==> config.mk <==
export PLATFORM = sky130hd
export DESIGN_NAME = imm_decode_stage
export DESIGN_NICKNAME = d
export VERILOG_FILES = /design/src/rtl/imm_decode_stage.sv
export SDC_FILE = /design/constraint.sdc
export NUM_CORES = 1
export LEC_CHECK = 0
export BUFFER_PORTS_ARGS = -buffer_cell sky130_fd_sc_hd__buf_2
export CAP_MARGIN = 15
export CORE_MARGIN = 8
export CORE_UTILIZATION = 40
export CTS_CLUSTER_SIZE = 25
export DETAILED_ROUTE_END_ITERATION = 12
export PLACE_DENSITY = 0.71
export SLEW_MARGIN = 20
export SYNTH_ARGS = -nofsm -noshare
export SYNTH_HDL_FRONTEND = slang
export SYNTH_SLANG_ARGS = --single-unit
export TNS_END_PERCENT = 100
==> constraint.sdc <==
create_clock -name clk -period 2.8 [get_ports clk]
set_input_delay 0.14 -clock clk [delete_from_list [all_inputs] [get_ports clk]]
set_output_delay 0.14 -clock clk [all_outputs]
set_load 0.005 [all_outputs]
==> src/rtl/imm_decode_stage.sv <==
// RISC-V immediate generator with a 2-entry valid/ready skid buffer in front of ID/EX.
// Define IMMGEN_RVC_EN to decode compressed-format immediates on selector codes 8..13.
module imm_decode_stage #(
  parameter int XLEN  = 32,
  parameter int TAG_W = 8
) (
  input  logic             clk,
  input  logic             rst,
  input  logic             flush,
  input  logic             in_valid,
  output logic             in_ready,
  input  logic [31:0]      in_instr,
  input  logic [3:0]       in_sel,
  input  logic [TAG_W-1:0] in_tag,
  output logic             out_valid,
  input  logic             out_ready,
  output logic [XLEN-1:0]  out_imm,
  output logic [TAG_W-1:0] out_tag,
  output logic             out_bad
);

  logic [XLEN-1:0]  w_imm;
  logic             w_bad;
  logic             w_sign;
  logic             w_push;
  logic             w_pop;
  logic             w_unused;

  logic [XLEN-1:0]  r_imm [2];
  logic [TAG_W-1:0] r_tag [2];
  logic             r_bad [2];
  logic             r_wptr;
  logic             r_rptr;
  logic [1:0]       r_count;

  assign w_sign   = in_instr[31];
  assign w_unused = ^in_instr[6:0];

  // All formats are built at 64 bits and truncated, so XLEN=32 and 64 share one table.
  always_comb begin
    w_imm = '0;
    w_bad = 1'b0;
    case (in_sel)
      4'd0: w_imm = XLEN'({{52{w_sign}}, in_instr[31:20]});
      4'd1: w_imm = XLEN'({{52{w_sign}}, in_instr[31:25], in_instr[11:7]});
      4'd2: w_imm = XLEN'({{51{w_sign}}, in_instr[31], in_instr[7], in_instr[30:25],
                           in_instr[11:8], 1'b0});
      4'd3: w_imm = XLEN'({{32{w_sign}}, in_instr[31:12], 12'b0});
      4'd4: w_imm = XLEN'({{43{w_sign}}, in_instr[31], in_instr[19:12], in_instr[20],
                           in_instr[30:21], 1'b0});
      4'd5: w_imm = XLEN'({59'b0, in_instr[19:15]});
      4'd6: begin
        if (XLEN == 64) w_imm = XLEN'({58'b0, in_instr[25:20]});
        else            w_imm = XLEN'({59'b0, in_instr[24:20]});
      end
`ifdef IMMGEN_RVC_EN
      4'd8:  w_imm = XLEN'({{58{in_instr[12]}}, in_instr[12], in_instr[6:2]});
      4'd9:  w_imm = XLEN'({56'b0, in_instr[8:7], in_instr[12:9], 2'b0});
      4'd10: w_imm = XLEN'({54'b0, in_instr[10:7], in_instr[12:11], in_instr[5],
                            in_instr[6], 2'b0});
      4'd11: w_imm = XLEN'({57'b0, in_instr[5], in_instr[12:10], in_instr[6], 2'b0});
      4'd12: w_imm = XLEN'({{55{in_instr[12]}}, in_instr[12], in_instr[6:5], in_instr[2],
                            in_instr[11:10], in_instr[4:3], 1'b0});
      4'd13: w_imm = XLEN'({{52{in_instr[12]}}, in_instr[12], in_instr[8], in_instr[10:9],
                            in_instr[6], in_instr[7], in_instr[2], in_instr[11],
                            in_instr[5:3], 1'b0});
`endif
      default: w_bad = 1'b1;
    endcase
  end

  assign in_ready  = (r_count != 2'd2);
  assign out_valid = (r_count != 2'd0);
  assign w_push    = in_valid & in_ready;
  assign w_pop     = out_valid & out_ready;

  assign out_imm = r_imm[r_rptr];
  assign out_tag = r_tag[r_rptr];
  assign out_bad = r_bad[r_rptr];

  // Payload is cleared only by rst so an empty stage reads zero; flush just drops the count.
  always_ff @(posedge clk) begin
    if (rst) begin
      r_count <= 2'd0;
      r_wptr  <= 1'b0;
      r_rptr  <= 1'b0;
      for (int i = 0; i < 2; i++) begin
        r_imm[i] <= '0;
        r_tag[i] <= '0;
        r_bad[i] <= 1'b0;
      end
    end else if (flush) begin
      r_count <= 2'd0;
      r_wptr  <= 1'b0;
      r_rptr  <= 1'b0;
    end else begin
      if (w_push) begin
        r_imm[r_wptr] <= w_imm;
        r_tag[r_wptr] <= in_tag;
        r_bad[r_wptr] <= w_bad;
        r_wptr        <= ~r_wptr;
      end
      if (w_pop) r_rptr <= ~r_rptr;
      case ({w_push, w_pop})
        2'b10:   r_count <= r_count + 2'd1;
        2'b01:   r_count <= r_count - 2'd1;
        default: r_count <= r_count;
      endcase
    end
  end

`ifndef SYNTHESIS
  a_in_stable: assert property (@(posedge clk) disable iff (rst)
    (in_valid && !in_ready && !flush) |=>
      (in_valid && $stable(in_instr) && $stable(in_sel) && $stable(in_tag)))
    else $error("in_* changed while stalled");

  always_ff @(posedge clk) begin
    a_xlen: assert (XLEN == 32 || XLEN == 64) else $error("XLEN must be 32 or 64");
  end
`endif

endmodule

==> results.yml <==
outcome:
  status: "completed"
clock_tree:
  cts-htree-levels: 3
  clkTransAtPathRegs_ns: 0.08
  ctsHoldBuffers: 0
  ctsResizeCount: 0
  cts_root_buffer: "clkbuf_8"
  clock_latency_ns: 0.35
  postCtsSetupBuffers: 0
  cts_buffers: 9
  cts_tree: "done"
  clk_path_buf_depth: 2
  clock-sinks: 87
placement:
  gp_congestion: 0.765
  dpl_worst_slack_ns: 0.828
  io_buffers: 84
  place_area_um2: 4770
  hpwlAfterDp_um: 6290
global_routing:
  grt_pass1_vias: 3142
  grt_pass1_wl_um: 15700
  antenna_found_initial: 0
  grt_max_degree: 42
  grt_overflow_total: 0
  grt_usage_pct: 13.8
power:
  seq_power_share_pct: 57.8
  p_clk_share_pct: 31.5
  cellPowerDensity_nw_per_um2: 524
  p_int_mw: 1.99
  p_switching_mw: 0.596
  swShare_pct: 23.0
  p_total_mw: 2.59
  ir_drop_v: 0.000286
  leakage_nw: 1.91
  comb_power_share_pct: 10.7
timing:
  fin_skew_ns: 0.00552
  fin_crit_sh_pct: 70.4
  setup_viol: 0
  slew_violations: 0
  slew_headroom_pct: 42.9
  rsz0062_at_grt: "false"
  fmax_ghz: 0.507
  final_hold_viol_count: 0
  tightest_slew_ns: 0.857
  period_needed_ns: 1.97
  tns_ns: 0
  timing.final.ws_setup_ns: 0.828
floorplan:
  die_h_um: 119
  die_area_um2: 14200
  die_x_um: 119
  start_util_pct: 41.1
  row_count: 37
  ios: 92
  core-area_um2: 10300
synth:
  syn_inst: 344
  synthArstFlopShare_pct: 0
  ys_seq_area_share_pct: 60.3
  synth_cell_types: 39
  ys_ff_latch: 87
  synth-edff-count: 82
  syn_area_um2: 4250
  yosys_warnings: 0
  syn-mean-instance-area_um2: 12.3
  syn_nets: 394
  synth-main-ff-cell: "edfxtp_1"
critical_path:
  crit_path_end_kind: "register"
  critPathRequiredTime_ns: 2.78
  cp_max_fo: 41
  start_kind: "register"
  critPathKind: "register to register"
  worstPathArrival_ns: 1.96
worst_hold_path:
  hold_path_class: "input port to register"
final_layout:
  area_growth_syn_to_layout_pct: 16.3
  drive_gt1_share_pct: 38.5
  nNetsFinal: 469
  antenna_cells: 0
  utilization_pct: 47.9
  design_area_um2: 4940
  final_cell_mix: "buf_2, edfxtp_1, a21oi_1, mux2_2, nor2_1"
  final_common_cell: "buf_2"
detailed_routing:
  first_iter_violations: 170
  avgViaCountPerCell: 5.16
  wire_per_inst_um: 17.1
  drc: 0
  antenna_left: 0
  vias: 2884
  dr.pass1.iters: 4
  drt_wl_total_um: 9560
job:
  drv_cap: 0
-- through the flow --
stage	hold WS [ns]	std cells
3_3_place_gp	0.450	544
4_1_cts	0.0840	559
2_1_floorplan	0.360	344
5_1_grt	0.101	559
6_report	0.104	559
3_5_place_dp	0.465	544
-- registers in the layout, summed over array words and instances, names as in the netlist, named ones only --
signal / flops
r_imm: 64
r_tag: 16
r_bad: 2
r_count: 2
r_rptr: 1
r_wptr: 1
-- power groups by stage --
stage | clock network (mW) | registers (mW) | logic, mW
finish | 0.816 | 1.50 | 0.278
global route | 0.893 | 1.50 | 0.308
CTS | 0.844 | 1.50 | 0.284
detailed placement | 0 | 1.53 | 0.282
global placement | 0 | 1.52 | 0.277
floorplan | 0 | 1.52 | 0.168
-- routing by layer --
| layer | vias up | global-route usage [%] | share of wire, % |
|---|---|---|---|
| li1 | 1399 | - | - |
| met1 | 1391 | 16.3 | 44 |
| met2 | 83 | 23.7 | 49 |
| met3 | 11 | 3.35 | 5.7 |
| met4 | 0 | 5.69 | 1.5 |
| met5 | - | 0 | 0 |
-- cell usage after synthesis, types with 5 or more instances --
cell / count / share of area, %
nor3_1: 6 / 0.71
clkbuf_1: 16 / 1.4
inv_1: 17 / 1.5
a211oi_1: 6 / 1.1
mux2_2: 41 / 11
and3b_1: 7 / 1.4
nor2b_1: 14 / 2.1
nand2_1: 13 / 1.1
a21oi_1: 42 / 4.9
o21ai_0: 16 / 1.9
nor3_2: 6 / 1.4
nor2_1: 26 / 2.3
dfxtp_1: 5 / 2.4
edfxtp_1: 82 / 58
-- path summary, 6_finish.rpt --
kind                           startpoint                         to  slack, ns  cells after the start
setup / recovery  r_count[0]$_SDFFE_PP0P_  r_imm[0][5]$_SDFFCE_PN0P_       0.83                      4
hold / removal                  in_tag[4]  r_tag[1][4]$_SDFFCE_PN0P_       0.10                      3
setup reg to reg  r_count[0]$_SDFFE_PP0P_  r_imm[0][5]$_SDFFCE_PN0P_       0.83                      4
hold reg to reg       r_wptr$_SDFFE_PP0P_        r_wptr$_SDFFE_PP0P_       0.51                      2
-- worst max-delay path, stage by stage (launching register included) --
cell and delay (ns):
dfxtp_1 0.42, nor2b_1 0.11, or4_4 0.50, nand2b_2 0.08
buf_4 0.47
-- cell families after synthesis --
logic type / Yosys count / share of synthesized area (%)
mux: 42 / 11.1
flops: 87 / 60.3
fa+ha+maj: 2 / 0.530
simple gates: 89 / 11.9
compound gates: 75 / 10.4
buf+inv: 45 / 4.92
xor+xnor: 4 / 0.825
-- final cells by class --
cell class | instances | area, µm²
clock inverter | 6 | 52.6
clock buffer | 9 | 124
timing repair buffer | 92 | 480
tap | 136 | 170
inverter | 17 | 63.8
sequential | 87 | 2560
multi-input combinational | 212 | 1490
fill | 965 | 5380
(Power assumes the default switching activity.)
